### src/rtl/cmd_frame_asm.sv
`timescale 1ns/1ps
`default_nettype none
// ============================================================================
//  Module   : cmd_frame_asm
//  Purpose  : Assembles 45-byte command frames (header, 43 payload bytes,
//             checksum) received byte-by-byte from the MCU serial receiver.
//             It then presents the decoded DDS/burst command fields with a
//             one-cycle WR strobe.
//  Revision : 1.0  initial release
// ----------------------------------------------------------------------------
//  Ports
//    CLK           in   1   system clock (48 MHz)
//    RESET         in   1   synchronous active-high reset
//    RX_DATA       in   8   received byte
//    RX_VALID      in   1   RX_DATA qualifier, one pulse per byte
//    FREQ          out 48   DDS start frequency
//    FREQ_STEP     out 48   frequency step
//    FREQ_RATE     out 32   step rate
//    TIME_START    out 64   start time
//    N_impuls      out 16   pulse count
//    TYPE_impulse  out  2   burst type
//    Interval_Ti   out 32   interval Ti
//    Interval_Tp   out 32   interval Tp
//    Tblank1       out 32   blanking interval 1
//    Tblank2       out 32   blanking interval 2
//    WR            out  1   one-cycle strobe: new command on the outputs
//    BUSY          out  1   frame assembly in progress
//    ERR_CNT       out  8   saturating count of rejected / timed-out frames
// ----------------------------------------------------------------------------
//  Build option
//    CMD_CHECKSUM_CHECK_EN  defined   : checksum byte is verified; a bad
//                                       frame is dropped and counted.
//                           undefined : checksum byte is consumed only;
//                                       every complete frame commits.
// ============================================================================
module cmd_frame_asm #(
    parameter int         TIMEOUT_CYC = 4800,
    parameter logic [7:0] HDR_BYTE    = 8'hA5
) (
    input  logic        CLK,
    input  logic        RESET,
    input  logic [7:0]  RX_DATA,
    input  logic        RX_VALID,
    output logic [47:0] FREQ,
    output logic [47:0] FREQ_STEP,
    output logic [31:0] FREQ_RATE,
    output logic [63:0] TIME_START,
    output logic [15:0] N_impuls,
    output logic [1:0]  TYPE_impulse,
    output logic [31:0] Interval_Ti,
    output logic [31:0] Interval_Tp,
    output logic [31:0] Tblank1,
    output logic [31:0] Tblank2,
    output logic        WR,
    output logic        BUSY,
    output logic [7:0]  ERR_CNT
);

    localparam int             C_PAYLOAD_LEN = 43;
    localparam int             C_SHADOW_W    = C_PAYLOAD_LEN * 8;
    localparam logic [5:0]     C_LAST_IDX    = 6'(C_PAYLOAD_LEN - 1);
    localparam int             C_GAP_W       = $clog2(TIMEOUT_CYC + 1);
    localparam logic [C_GAP_W-1:0] C_GAP_LAST = C_GAP_W'(TIMEOUT_CYC - 1);
    localparam logic [C_GAP_W-1:0] C_GAP_ONE  = C_GAP_W'(1);

    typedef enum logic [1:0] {
        ST_IDLE    = 2'd0,
        ST_PAYLOAD = 2'd1,
        ST_CHECK   = 2'd2
    } state_t;

    state_t                r_state;
    state_t                w_state_nxt;
    logic [5:0]            r_idx;
    logic [C_GAP_W-1:0]    r_gap;
    // Payload is shifted in MSB-first, so after 43 bytes the first payload
    // byte sits in the top byte and each field is a fixed slice.
    logic [C_SHADOW_W-1:0] r_shadow;
    logic                  w_timeout;
    logic                  w_commit;
    logic                  w_reject;
    logic                  w_sum_ok;
    logic                  w_unused_type_hi;

`ifdef CMD_CHECKSUM_CHECK_EN
    logic [7:0] r_sum;
    assign w_sum_ok = (r_sum == RX_DATA);
`else
    assign w_sum_ok = 1'b1;
`endif

    // Upper six bits of the TYPE byte carry no meaning.
    assign w_unused_type_hi = ^r_shadow[135:130];

    assign BUSY = (r_state != ST_IDLE);

    // ------------------------------------------------------------------
    // State register
    // ------------------------------------------------------------------
    always_ff @(posedge CLK) begin
        if (RESET) begin
            r_state <= ST_IDLE;
        end else begin
            r_state <= w_state_nxt;
        end
    end

    // ------------------------------------------------------------------
    // Next state and frame decisions
    // ------------------------------------------------------------------
    always_comb begin
        w_state_nxt = r_state;
        w_timeout   = 1'b0;
        w_commit    = 1'b0;
        w_reject    = 1'b0;
        case (r_state)
            ST_IDLE: begin
                if (RX_VALID && (RX_DATA == HDR_BYTE)) begin
                    w_state_nxt = ST_PAYLOAD;
                end
            end
            ST_PAYLOAD: begin
                if (RX_VALID) begin
                    if (r_idx == C_LAST_IDX) begin
                        w_state_nxt = ST_CHECK;
                    end
                end else if (r_gap == C_GAP_LAST) begin
                    w_state_nxt = ST_IDLE;
                    w_timeout   = 1'b1;
                end
            end
            ST_CHECK: begin
                if (RX_VALID) begin
                    w_state_nxt = ST_IDLE;
                    if (w_sum_ok) begin
                        w_commit = 1'b1;
                    end else begin
                        w_reject = 1'b1;
                    end
                end else if (r_gap == C_GAP_LAST) begin
                    w_state_nxt = ST_IDLE;
                    w_timeout   = 1'b1;
                end
            end
            default: begin
                w_state_nxt = ST_IDLE;
            end
        endcase
    end

    // ------------------------------------------------------------------
    // Datapath: index, gap timer, shadow, running sum
    // ------------------------------------------------------------------
    always_ff @(posedge CLK) begin
        if (RESET) begin
            r_idx    <= 6'd0;
            r_gap    <= '0;
            r_shadow <= '0;
`ifdef CMD_CHECKSUM_CHECK_EN
            r_sum    <= 8'd0;
`endif
        end else if (r_state == ST_IDLE) begin
            r_idx <= 6'd0;
            r_gap <= '0;
`ifdef CMD_CHECKSUM_CHECK_EN
            r_sum <= 8'd0;
`endif
        end else if (RX_VALID) begin
            r_gap <= '0;
            if (r_state == ST_PAYLOAD) begin
                r_shadow <= {r_shadow[C_SHADOW_W-9:0], RX_DATA};
                r_idx    <= r_idx + 6'd1;
`ifdef CMD_CHECKSUM_CHECK_EN
                r_sum    <= r_sum + RX_DATA;
`endif
            end
        end else begin
            r_gap <= w_timeout ? '0 : (r_gap + C_GAP_ONE);
        end
    end

    // ------------------------------------------------------------------
    // Committed command outputs, WR strobe and error counter
    // ------------------------------------------------------------------
    always_ff @(posedge CLK) begin
        if (RESET) begin
            FREQ         <= '0;
            FREQ_STEP    <= '0;
            FREQ_RATE    <= '0;
            TIME_START   <= '0;
            N_impuls     <= '0;
            TYPE_impulse <= '0;
            Interval_Ti  <= '0;
            Interval_Tp  <= '0;
            Tblank1      <= '0;
            Tblank2      <= '0;
            WR           <= 1'b0;
            ERR_CNT      <= 8'd0;
        end else begin
            WR <= w_commit;
            if (w_commit) begin
                FREQ         <= r_shadow[343:296];
                FREQ_STEP    <= r_shadow[295:248];
                FREQ_RATE    <= r_shadow[247:216];
                TIME_START   <= r_shadow[215:152];
                N_impuls     <= r_shadow[151:136];
                TYPE_impulse <= r_shadow[129:128];
                Interval_Ti  <= r_shadow[127:96];
                Interval_Tp  <= r_shadow[95:64];
                Tblank1      <= r_shadow[63:32];
                Tblank2      <= r_shadow[31:0];
            end
            if ((w_reject || w_timeout) && (ERR_CNT != 8'hFF)) begin
                ERR_CNT <= ERR_CNT + 8'd1;
            end
        end
    end

endmodule
`default_nettype wire

### config.mk
export PLATFORM = sky130hd
export DESIGN_NAME = cmd_frame_asm
export DESIGN_NICKNAME = d
export VERILOG_FILES = /design/src/rtl/cmd_frame_asm.sv
export SDC_FILE = /design/constraint.sdc
export NUM_CORES = 1
export LEC_CHECK = 0
export BUFFER_PORTS_ARGS = -buffer_cell sky130_fd_sc_hd__buf_4
export CORE_UTILIZATION = 25
export CTS_CLUSTER_SIZE = 30
export DETAILED_ROUTE_END_ITERATION = 8
export GPL_TIMING_DRIVEN = 0
export PLACE_DENSITY = 0.52
export SLEW_MARGIN = 10
export SYNTH_ARGS = -nofsm -noshare
export SYNTH_HDL_FRONTEND = slang
export SYNTH_SLANG_ARGS = --single-unit
### constraint.sdc
create_clock -name CLK -period 2.4 [get_ports CLK]
set_input_delay 0.24 -clock CLK [delete_from_list [all_inputs] [get_ports CLK]]
set_output_delay 0.24 -clock CLK [all_outputs]
set_load 0.02 [all_outputs]
Word level (Yosys, flattened, before mapping)
Cells that the tools add are included.

Bitwise operators: 1. Eq/ne operators: 8. Reduce and logical (&&, ||, !) cells: 10. Add/sub/neg operators: 3. Mux-type cells: 11.

Operators with widths (count): $add A13 B1 Y13 const B (1); $eq A13 B13 Y1 const B (1); $mux W2 (5); $add A8 B1 Y8 const B (1); $eq A8 B8 Y1 const B (1); $ne A8 B8 Y1 const B (1); $add A6 B1 Y6 const B (1); $eq A6 B6 Y1 const B (1); $pmux W2 S3 (1); $mux W1 (5); $reduce_and A2 Y1 (2); $reduce_or A2 Y1 (2); $reduce_or A4 Y1 (1); $ne A3 B3 Y1 const B (1); $reduce_and A3 Y1 (1); $eq A2 B1 Y1 const B (1); $eq A2 B2 Y1 const B (1); $logic_and A1 B1 Y1 (2); $logic_not A2 Y1 (1); $ne A2 B2 Y1 const B (1); $reduce_bool A2 Y1 (1); $not A1 Y1 (1).

Register bits: 712. Input port bits: 11. Word-level logic and storage cells: 49. Output and inout port bits: 348.

Logic depth before layout (Yosys ltp)
Depth after elaboration: 5. Depth in mapped cells: 10. Gate-level depth less buffers: 6.

Worst setup path after synthesis
Ideal clock, no wire load.

Kind: flip-flop to flip-flop. From: register r_gap[0]. To: register r_gap[10]. Setup slack: 0.514 ns. Cell stages (with the launch flop): 8. Data arrival time: 1.769 ns. Period minus slack after synthesis: 1.886 ns. Library setup time: 0.117 ns. Required time: 2.283 ns. Cells stage by stage: dfxtp_1 > ha_1 > and4_1 > buf_2 > nand3_1 > o41ai_2 > buf_2 > nor2_1.

Cells in the longest elaborated chain, start to end: 5. Elaborated cells between the ends (all ways): 6.

Ends and longest elaborated chain: from (decl) (line 75) `logic [C_GAP_W-1:0] r_gap;`; from (signal assigned) (line 178) `r_gap <= w_timeout ? '0 : (r_gap + C_GAP_ONE);`; $eq A13 B13 Y1 (line 127, 140); $mux W1 (line 127, 140); $mux W1 (line 133) `if (RX_VALID) begin`; $mux W1; $reduce_or A4 Y1 (no line).

Parallel ways exist; a longest one is shown, timed or not. A chain may end at the register's enable or synchronous reset.

Worst setup path in the final report
From: register r_state[1]. To: register r_shadow[100].

Cells in the longest elaborated chain, start to end: 3. Elaborated cells between the ends (all ways): 4.

Ends and longest elaborated chain: from (decl) (line 72) `state_t r_state;`; from (signal assigned) (line 104) `r_state <= w_state_nxt;`; $logic_not A2 Y1 (line 162) `end else if (r_state == ST_IDLE) begin`; $not A1 Y1 (no line); $reduce_and A3 Y1 (no line) *; to (signal assigned) (line 171) `r_shadow <= {r_shadow[C_SHADOW_W-9:0], RX_DATA};`; to (decl) (line 78) `logic [C_SHADOW_W-1:0] r_shadow;`.

Every way passes the cells marked *; elsewhere a longest branch is shown, timed or not.

==> results.md <==
* Xor and xnor area share after synthesis at 0.00497
* Layout Cells excl Fill at a little under 5k
* Initial antenna violation count at 6
* Initial DRC count at 1289
* Simple-gate share of the synthesized area at 0.228
* Crit-path slowest cell: clkbuf_1
* CTS buffer count at 80
* CP max FO at 10
* Worst VDD drop at 413 uV
* Total die area at between 90000 and 100000 um2
* Adder-cell area share of the yosys netlist at 0.00406
* CTS tree: done
* Crit path cell chain: inv_1 > ha_1 > nand2_1 > nor2_1 > clkbuf_4 > clkbuf_4 > clkbuf_1 > nand2_1 > a21oi_1
* Mux share of post-synthesis cell area at 0.00223
* Status: completed
* Die Y at approximately 320 um
* Layout area overhead at 29.4%
* Initial Util at 0.254
* Io pins at about 360
* H-tree levels at 3
* PD cells at just under 800 nW/um2
* Met3 WL at 4450 um
* Drt drc at 0
* Remaining Overflow, GRT at 0
* Pre-Repair DR Iteration Count at 5
* Crit Path Category: flip-flop to flip-flop
* Core box area at roughly 100000 um2
* MaxCap Viol Count at 0
* Fillcell total at 10.6k
* Arr. time, crit path at 2.80 ns
* Worst Path Required at ~3.0 ns
* Final WL at just over 80000 um
* Avg Synthesized Cell Area at 7.85 um2
* Unique cell type count in the Yosys netlist at 42
* Worst setup SP type: flip-flop
* Slowest stage delay, CP at 0.35 ns
* Cells after Synth at ~3.1k
* DP Cell Count at ~4.8k
* Final Power at 25.0 mW
* HPWL after DPL at 59900 um
* Clk sinks at 712
* Met2 wire length at 37300 um
* Main synth FF type: dfxtp_1
* Hold crit path type: input port to flip-flop
* Pin count of the biggest net entering global routing at 14
* Synthesized area at ~25000 um2
* Most frequent cells in the layout: nand2_1 (1376), dfxtp_1 (712), a21oi_1 (688), buf_4 (358), clkbuf_1 (159)
* Hold Fails Final Rpt at 0
* Crit path capture type: flip-flop
* Top Family by Delay on Critical Path: buffers and inverters
* Yosys reg bits at 712
* Clk slew on worst S/H paths at roughly 0.060 ns
* Root Buffer: clkbuf_16
* Slew headroom at 0.311
* Seq/Total Area, Yosys at 0.578
* Final nets at around 3.6k
* RSZ-0062 raised after global routing: yes
* Wirelength per Cell at roughly 17 um
* Pleak at 11.1 nW
* DRT antenna net count at 0
* Post-synth EDFFs at 0
* Fin crit period at ~2.2 ns
* Net count after synthesis at approximately 3.2k
* Ys async rst share at 0
* Via density per instance at 4.42
* I/O Buffers at 357
* Final setup viols at 0
* First-pass GRT wire length at roughly 120000 um
* Commonest non-fill, non-tap cell in the layout: nand2_1
* Post-CTS Setup Repair Bufs at 0
* Weighted congestion at the end of routability-driven global placement at roughly 0.80
* Largest family of logic cells by synthesized area: simple AND/OR/NAND/NOR gates
* Vias in the first global route at ~21k
* Period utilisation layout at 0.934
* Clock latency at the later pin of the worst-skew pair at roughly 0.65 ns
* CP bufs+invs at 4
* Worst Tran Pin Value at between 1 and 1.5 ns
* GRT Overall Usage at 0.159
* Die width at ~320 um
* Std-Cell Rows at approximately 110
* Clock Tree Buf Depth at 3
* Min Hold Slack at between 0.1 and 0.15 ns
* Fin util at 0.328
* Metal-1 WL at around 38000 um
* Via count at between 20k and 25k
* Top sig layer: met5
* Worst Clk Skew at about 0.026 ns
* Placed Area at just under 30000 um2
* Share of cells above drive strength 1 at 0.156
* Fmax at 0.446 GHz
* Design area at between 30000 and 40000 um2
* Yosys warns at 0
* Slew Limit Fails at 0
* Synth Area in Compound Gates at 0.145
[synthesized netlist by cell type (2+ instances only)]
| master | count | area, um2 |
|---|---|---|
| a211oi_1 | 2 | 15.0 |
| a21oi_1 | 688 | 3440 |
| a311oi_1 | 3 | 26.3 |
| a31oi_1 | 3 | 18.8 |
| and2_1 | 3 | 18.8 |
| and3_1 | 6 | 37.5 |
| and4_1 | 3 | 26.3 |
| buf_1 | 17 | 63.8 |
| buf_2 | 26 | 130 |
| clkbuf_1 | 191 | 717 |
| dfxtp_1 | 712 | 14300 |
| ha_1 | 8 | 100 |
| inv_1 | 8 | 30.0 |
| mux2_1 | 4 | 45.0 |
| nand2_1 | 1377 | 5170 |
| nand3_1 | 7 | 35.0 |
| nand4_1 | 6 | 37.5 |
| nand4b_1 | 2 | 17.5 |
| nor2_1 | 29 | 109 |
| nor2b_1 | 6 | 37.5 |
| nor3_1 | 3 | 15.0 |
| nor4_1 | 4 | 25.0 |
| o41ai_1 | 2 | 17.5 |
| or2_2 | 2 | 12.5 |
| xnor2_1 | 5 | 43.8 |
| xor2_1 | 9 | 78.8 |
[worst reg2reg max path: stages, from the launching register on]
cell,delay (ns)
dfxtp_1,0.33
inv_1,0.10
ha_1,0.26
nand2_1,0.10
nor2_1,0.14
clkbuf_4,0.27
clkbuf_4,0.32
clkbuf_1,0.37
nand2_1,0.14
a21oi_1,0.14
[logic make-up (layout without fill, tap and decap cells)]
| logic type | count (synthesis) | after routing |
|---|---|---|
| other | 0 | 3 |
| adder cells (fa/ha/maj) | 8 | 8 |
| XOR/XNOR | 14 | 14 |
| AO/OA/AOI/OAI | 705 | 705 |
| AND/OR/NAND/NOR | 1456 | 1456 |
| multiplexers | 5 | 5 |
| buffers and inverters | 242 | 751 |
| flip-flops | 712 | 712 |
[timing repair]
item,in CTS,in global routing
endpoints found under the hold margin,11,0
hold buffers,9,0
gates resized for setup,25,72
setup endpoints to repair,528,493
[metrics by stage]
step / worst slack, ns / setup TNS (ns)
after floorplan: 0.514 / 0
after global placement: -0.720 / -242.14
after detailed placement: -0.711 / -246.02
after CTS: 0.00809 / 0
after global routing: -0.00588 / -0.00630
final: 0.158 / 0
[final cells by class]
type	count	area, um2	share of cell area
Inverter	8	30.0	0.000940
Sequential cell	712	14300	0.446
Clock buffer	119	2390	0.0749
Buffer	231	990	0.0310
Tap cell	1276	1600	0.0500
Antenna cell	3	7.51	0.000235
Multi-Input combinational cell	2188	9500	0.297
Timing Repair Buffer	366	2770	0.0867
Clock inverter	27	400	0.0125
[flip-flops by register name (all words and copies together), names as in the netlist]
signal / cells
Tblank1: 32
WR: 1
FREQ_STEP: 48
TYPE_impulse: 2
Interval_Ti: 32
r_state: 2
N_impuls: 16
r_idx: 6
r_shadow: 344
ERR_CNT: 8
Interval_Tp: 32
r_gap: 13
Tblank2: 32
FREQ_RATE: 32
TIME_START: 64
FREQ: 48
[power breakdown]
| group | internal, mW | leakage, nW | switching, mW |
|---|---|---|---|
| logic | 0.0555 | 3.97 | 0.256 |
| registers | 11.8 | 5.73 | 0.000194 |
| clock network | 7.79 | 1.36 | 5.11 |
[layer usage]
| metal | track usage | up-vias |
|---|---|---|
| met3 | 0.0383 | 93 |
| met5 | 0 | - |
| met2 | 0.258 | 439 |
| met4 | 0.0490 | 2 |
| li1 | - | 11082 |
| met1 | 0.209 | 10186 |
[path summary, 6_finish.rpt]
| path | start | end | slack, ns | cells after the start |
|---|---|---|---|---|
| worst max register to register | r_state[1] | r_shadow[100] | 0.16 | 9 |
| worst max-delay path | r_state[1] | r_shadow[100] | 0.16 | 9 |
| worst min register to register | r_gap[0] | r_gap[0] | 0.45 | 1 |
| worst min-delay path | RX_VALID | r_state[1] | 0.14 | 4 |
Note: power is estimated with default switching activity, not from simulation.
